File: config.mk
export PLATFORM = sky130hd
export DESIGN_NAME = dut_decoder
export DESIGN_NICKNAME = d
export VERILOG_FILES = /design/src/rtl/dut_decoder.sv
export SDC_FILE = /design/constraint.sdc
export NUM_CORES = 1
export LEC_CHECK = 0
export CAP_MARGIN = 30
export CORE_ASPECT_RATIO = 0.6
export CORE_UTILIZATION = 50
export CTS_CLUSTER_DIAMETER = 200
export DETAILED_ROUTE_END_ITERATION = 12
export PLACE_DENSITY_LB_ADDON = 0.05
export SYNTH_ARGS = -nofsm -noshare
export SYNTH_HDL_FRONTEND = slang
export SYNTH_SLANG_ARGS = --single-unit
File: constraint.sdc
create_clock -name clk -period 3.48 [get_ports clk]
set_input_delay 0.348 -clock clk [delete_from_list [all_inputs] [get_ports clk]]
set_output_delay 0.348 -clock clk [all_outputs]
set_load 0.01 [all_outputs]
File: src/rtl/dut_decoder.sv
// Receive-side inverse of the dut bit transform: decodes 10-bit words plus side key into 20-bit source words and buffers them in a small FIFO.
// Optional feature: define DEC_PARITY_EN to add the in_par port and drop words that fail even parity.
module dut_decoder #(
    parameter int DEPTH = 4,
    parameter int CNT_W = 8
) (
    input  logic             clk,
    input  logic             rst,
    input  logic             in_valid,
    output logic             in_ready,
    input  logic [9:0]       in_word,
    input  logic [1:0]       in_key,
`ifdef DEC_PARITY_EN
    input  logic             in_par,
`endif
    output logic             out_valid,
    input  logic             out_ready,
    output logic [19:0]      out_word,
    output logic [CNT_W-1:0] fmt_err_cnt,
    output logic [CNT_W-1:0] par_err_cnt
);

    // Handshakes: a word transfers on a rising edge where valid && ready;
    // valid must not depend on ready, and ready here depends only on state.
    localparam int PTR_W = (DEPTH > 1) ? $clog2(DEPTH) : 1;
    localparam int OCC_W = $clog2(DEPTH) + 1;
    localparam logic [OCC_W-1:0] DEPTH_OCC = OCC_W'(DEPTH);
    localparam logic [PTR_W-1:0] LAST_PTR  = PTR_W'(DEPTH - 1);

    logic [19:0]      mem_q [DEPTH];
    logic [PTR_W-1:0] rd_ptr_q, rd_ptr_d;
    logic [PTR_W-1:0] wr_ptr_q, wr_ptr_d;
    logic [OCC_W-1:0] count_q, count_d;
    logic [CNT_W-1:0] fmt_cnt_q, fmt_cnt_d;

    logic        accept;
    logic        push;
    logic        pop;
    logic        par_bad;
    logic        fmt_bad;
    logic [19:0] dec_word;

    assign in_ready  = (count_q < DEPTH_OCC);
    assign out_valid = (count_q != '0);
    assign out_word  = mem_q[rd_ptr_q];

    assign accept = in_valid && in_ready;
    assign pop    = out_valid && out_ready;
    assign fmt_bad = (in_word[9:6] != 4'b0000);

`ifdef DEC_PARITY_EN
    logic [CNT_W-1:0] par_cnt_q, par_cnt_d;
    assign par_bad     = ^{in_par, in_key, in_word};
    assign par_err_cnt = par_cnt_q;
`else
    assign par_bad     = 1'b0;
    assign par_err_cnt = '0;
`endif

    assign push = accept && !par_bad;

    always_comb begin
        dec_word      = '0;
        dec_word[2:1] = in_word[1:0] ^ in_key;
        dec_word[4:3] = in_key;
        dec_word[8:5] = ~in_word[5:2];
    end

    always_comb begin
        rd_ptr_d  = rd_ptr_q;
        wr_ptr_d  = wr_ptr_q;
        count_d   = count_q;
        fmt_cnt_d = fmt_cnt_q;

        if (push) begin
            wr_ptr_d = (wr_ptr_q == LAST_PTR) ? '0 : wr_ptr_q + PTR_W'(1);
        end
        if (pop) begin
            rd_ptr_d = (rd_ptr_q == LAST_PTR) ? '0 : rd_ptr_q + PTR_W'(1);
        end
        case ({push, pop})
            2'b10:   count_d = count_q + OCC_W'(1);
            2'b01:   count_d = count_q - OCC_W'(1);
            default: count_d = count_q;
        endcase

        // Dropped parity words never reach the format check.
        if (push && fmt_bad && (fmt_cnt_q != '1)) begin
            fmt_cnt_d = fmt_cnt_q + CNT_W'(1);
        end
    end

`ifdef DEC_PARITY_EN
    always_comb begin
        par_cnt_d = par_cnt_q;
        if (accept && par_bad && (par_cnt_q != '1)) begin
            par_cnt_d = par_cnt_q + CNT_W'(1);
        end
    end

    always_ff @(posedge clk) begin
        if (rst) begin
            par_cnt_q <= '0;
        end else begin
            par_cnt_q <= par_cnt_d;
        end
    end
`endif

    always_ff @(posedge clk) begin
        if (rst) begin
            rd_ptr_q  <= '0;
            wr_ptr_q  <= '0;
            count_q   <= '0;
            fmt_cnt_q <= '0;
            for (int i = 0; i < DEPTH; i++) begin
                mem_q[i] <= '0;
            end
        end else begin
            rd_ptr_q  <= rd_ptr_d;
            wr_ptr_q  <= wr_ptr_d;
            count_q   <= count_d;
            fmt_cnt_q <= fmt_cnt_d;
            if (push) begin
                mem_q[wr_ptr_q] <= dec_word;
            end
        end
    end

    assign fmt_err_cnt = fmt_cnt_q;

endmodule
# Word level (Yosys, flattened, before mapping)
# Memories as Yosys holds them, arrays and structs flattened. A register that Yosys moved wholly into a read port is not among the register bits.
# Cells that the tools add are included.
# totals
regBits	15
latchBits	0
ram_bits	32
romBits	0
output_inout_bits	38
elab_cells	39
n_memories	1
# op_classes
n_addsub	5
mul	0
n_div	0
order_cmp	1
eq_ne	5
shifts	0
muxes	13
n_bitwise	2
n_reduce_logical	8
# memory_table
name	depth	width	rd	rd_clocked_by_memory_dff	wr	line_no	rtl
mem_q	4	8	1	1	4	30	logic [19:0] mem_q [DEPTH];
# op_table
operator	count
$mux 2	5
$add 8x1->8 const B	1
$mux 8	1
$ne 8x8->1 const B	1
$reduce_or 8->1	1
$eq 2x2->1 const B	3
$mux 1	6
$pmux 3 s2	1
$add 2x1->2 const B	2
$logic_and 1x1->1	4
$not 4->4	1
$reduce_bool 4->1	1
$add 3x1->3 const B	1
$lt 3x3->1 const B	1
$reduce_bool 3->1	1
$sub 3x1->3 const B	1
$eq 2x1->1 const B	1
$reduce_bool 2->1	1
$xor 2x2->2	1

# Longest topological paths before layout
# logic_depth
ltp_word	7
ltp_mapped	9

# Worst setup path before layout
# Ideal clock, no wire load.
# synth_path
kind	flip-flop to flip-flop
start	register count_q[2]
end	register count_q[2]
setup_time_ns	0.071
arrival_time_ns	1.842
path_slack_ns	1.567
stages_incl_launch_ff	10
n_path_buf	0
period_less_slack_ns	1.913
cell_sequence	dfxtp_1 -> or3_1 -> nand2_1 -> inv_1 -> ha_1 -> inv_1 -> fa_1 -> xor2_1 -> or3_1 -> a21oi_1
# synth_via
elab_chain_len	4
# synth_lines
item	line_no	rtl
start, declared	33	logic [OCC_W-1:0] count_q, count_d;
start signal, assigned	122	count_q <= count_d;
$reduce_bool 3->1 (*)	44	assign out_valid = (count_q != '0);
via out_valid	16	output logic out_valid,
$logic_and 1x1->1 (*)	48	assign pop = out_valid && out_ready;
$eq 2x1->1 / $eq 2x2->1 (equally long branches)	81	case ({push, pop})
$pmux 3 s2 / $reduce_bool 2->1 (equally long branches)	n/a	
# The timed path passes the listed nets; every way through them passes the cells marked *.
# A chain may end at the register's enable or synchronous reset.

==> results.cfg <==
[routing]
drt-initial-drc-count = 77
ant_nets = 0
wl_met1_um = 2190
finalWirelength_um = 4680
vias = 1533
drt_pass1_iterations = 4
wl_met2_um = 2070
top_layer = met4
wl_met3_um = 358
wl_per_cell_um = 15.9
viasPerCell = 5.21
drc = 0

[die]
die_area_sq_um = 4980
rows = 18
pin_count = 54
core_sq_um = 4300
start_util = 0.545
die_h_um = 55.0
die_w_um = 90.4

[final_layout]
final_common_cell = nor2_1
utilization = 0.642
most-common-layout-cells = 43 x nor2_1, 33 x clkdlybuf4s50_1, 32 x edfxtp_1
fin_area_sq_um = 2760
drive_gt1_frac = 0.0897
fillers = 335
antenna_cells = 0
area_growth_syn_to_layout_pct = 17.8
nets = 254

[cts]
cts.clk_slew.worst_paths_ps = 90
numCtsBuffers = 5
clock_latency_ps = 310
ctsHtreeMaxLevel = 2
clockBufferDepth = 2
cts_resized = 0
ctsHoldBuffers = 0
clock-root-buffer = clkbuf_8
postCtsSetupBuffers = 0
cts_tree = done
clock_sinks = 49

[timing]
finalClockSkew_ps = 6.76
slew_headroom = 0.627
slew_viol_final = 0
min_period_ps = 2440
finalHoldViolations = 0
finalSetupTns_ps = 0
finalSetupViolCount = 0
fmax_mhz = 409
rsz0062_at_grt = no
max_slew.worst_pin.slew_ps = 558
fin_crit_sh = 0.703

[worst_setup_path]
crit_buf_inv = 1
end_kind = output port
path_class = flop to output port
cp-start-kind = flop
critPathMaxStageDelay_ps = 680
path_delay_family = flip-flops
cp_cell_sequence = mux4_2 > clkdlybuf4s50_1
cpMaxStageDelayCell = dfxtp_1
critPathRequiredTime_ps = 3130
rrSetupSlack_ps = 1200
critPathMaxFanout = 8
critical_path_arrival_ps = 2100

[power]
vdd_drop_max_mv = 0.317
power.leakage_nw = 1.05
power.density_nw_per_um2 = 578

[placement]
finalWeightedCongestion = 0.820
numPortBuffers = 33
dp_hpwl_um = 3320
detailed_place.area_sq_um = 2660

[yosys]
synth_cell_types = 39
yosysSeqAreaShare = 0.555
synth_area_sq_um = 2340
synth_edf_count = 32
syn_area_per_cell_sq_um = 11.8
synthArstFlopShare = 0
synth_ff_type = edfxtp_1
yosys_warnings = 0
synthCells = 198
ys_ff_latch = 49

[global_route]
antenna_found_initial = 0
grt_util_all_layers = 0.207
gr-total-overflow = 0
grt_max_degree = 17
grt_pass1_vias = 1430
grt_pass1_wl_um = 7290

[job]
drv_cap = 0

[worst_hold_path]
hold_class = flop to flop

[status]
status = complete, no violations
[stage by stage]
stage / hold WS [ps] / power (mW) / worst slack [ps] / cells
after floorplan: 454 / 1.05 / 1570 / 217
after global placement: 469 / 1.21 / 1020 / 286
after detailed placement: 504 / 1.23 / 831 / 286
after CTS: 522 / 1.61 / 976 / 294
after global routing: 541 / 1.68 / 889 / 294
final: 514 / 1.60 / 1040 / 294
[cells in the mapped netlist, types with 2 or more instances]
cell type   n  area share
nor2_1     43       0.069
edfxtp_1   32        0.41
buf_4      21       0.067
dfxtp_1    17        0.15
inv_1       8       0.013
mux4_2      8       0.077
a21oi_1     7       0.015
nand3_1     6       0.013
ha_1        4       0.021
nand2_1     4      0.0064
nand2b_1    4       0.011
nor3_1      4      0.0085
or3_1       4       0.011
xnor2_1     4       0.015
a211oi_1    2      0.0064
buf_1       2      0.0032
clkbuf_1    2      0.0032
mux2i_1     2      0.0085
nand4_1     2      0.0053
nor3b_1     2      0.0064
xor2_1      2      0.0075
[report_power, final]
part | leakage (nW) | switching, mW | internal, mW | total [mW]
Clock | 0.0534 | 0.191 | 0.185 | 0.376
Sequential | 0.471 | 0.0657 | 0.697 | 0.763
Combinational | 0.523 | 0.223 | 0.235 | 0.458
[per-layer routing]
| metal | vias to the layer above | global-route usage |
|---|---|---|
| met4 | 0 | 0.0645 |
| met3 | 5 | 0.0724 |
| met5 | - | 0 |
| li1 | 736 | - |
| met1 | 728 | 0.255 |
| met2 | 64 | 0.354 |
[final timing paths]
kind | depth (start not counted) | from | endpoint
worst max-delay path | 2 | flop | out_word[2]
worst min-delay path | 2 | rd_ptr_q[1]$_SDFFE_PP0N_ | rd_ptr_q[1]$_SDFFE_PP0N_
worst max register to register | 7 | count_q[2]$_SDFFE_PP0P_ | count_q[2]$_SDFFE_PP0P_
worst min register to register | 2 | rd_ptr_q[1]$_SDFFE_PP0N_ | rd_ptr_q[1]$_SDFFE_PP0N_
[worst reg2reg max path: stages, from the launching register on]
cell and delay [ps]:
dfxtp_1 410, nand2b_1 410, ha_1 280, inv_1 70
fa_1 390, xor2_1 160, or3_1 330, a21oi_1 170
[cell families (layout without fill, tap and decap cells)]
family                   after synthesis  after routing  share of synthesized area
AND/OR/NAND/NOR                       77             77                      0.163
flip-flops                            49             49                      0.555
buffers and inverters                 34             51                     0.0886
AO/OA/AOI/OAI                         15             15                     0.0491
multiplexers                          11             11                     0.0902
XOR/XNOR                               6              6                     0.0224
adder cells (fa/ha/maj)                5              5                     0.0299
other                                  1             20                    0.00160
[area by class of cell]
class	count	area, sq um	area share
timing repair buffer	35	345	0.125
clock inverter	1	5.00	0.00181
multi-input combinational	134	907	0.329
clock buffer	7	97.6	0.0353
tap	60	75.1	0.0272
inverter	8	30.0	0.0109
sequential	49	1300	0.471
[sequential cells by signal (all words and copies together) (netlist names), named ones only]
name	flops
mem_q	32
fmt_err_cnt	8
count_q	3
rd_ptr_q	2
wr_ptr_q	2
No activity file was read; power rests on OpenSTA's default activity.
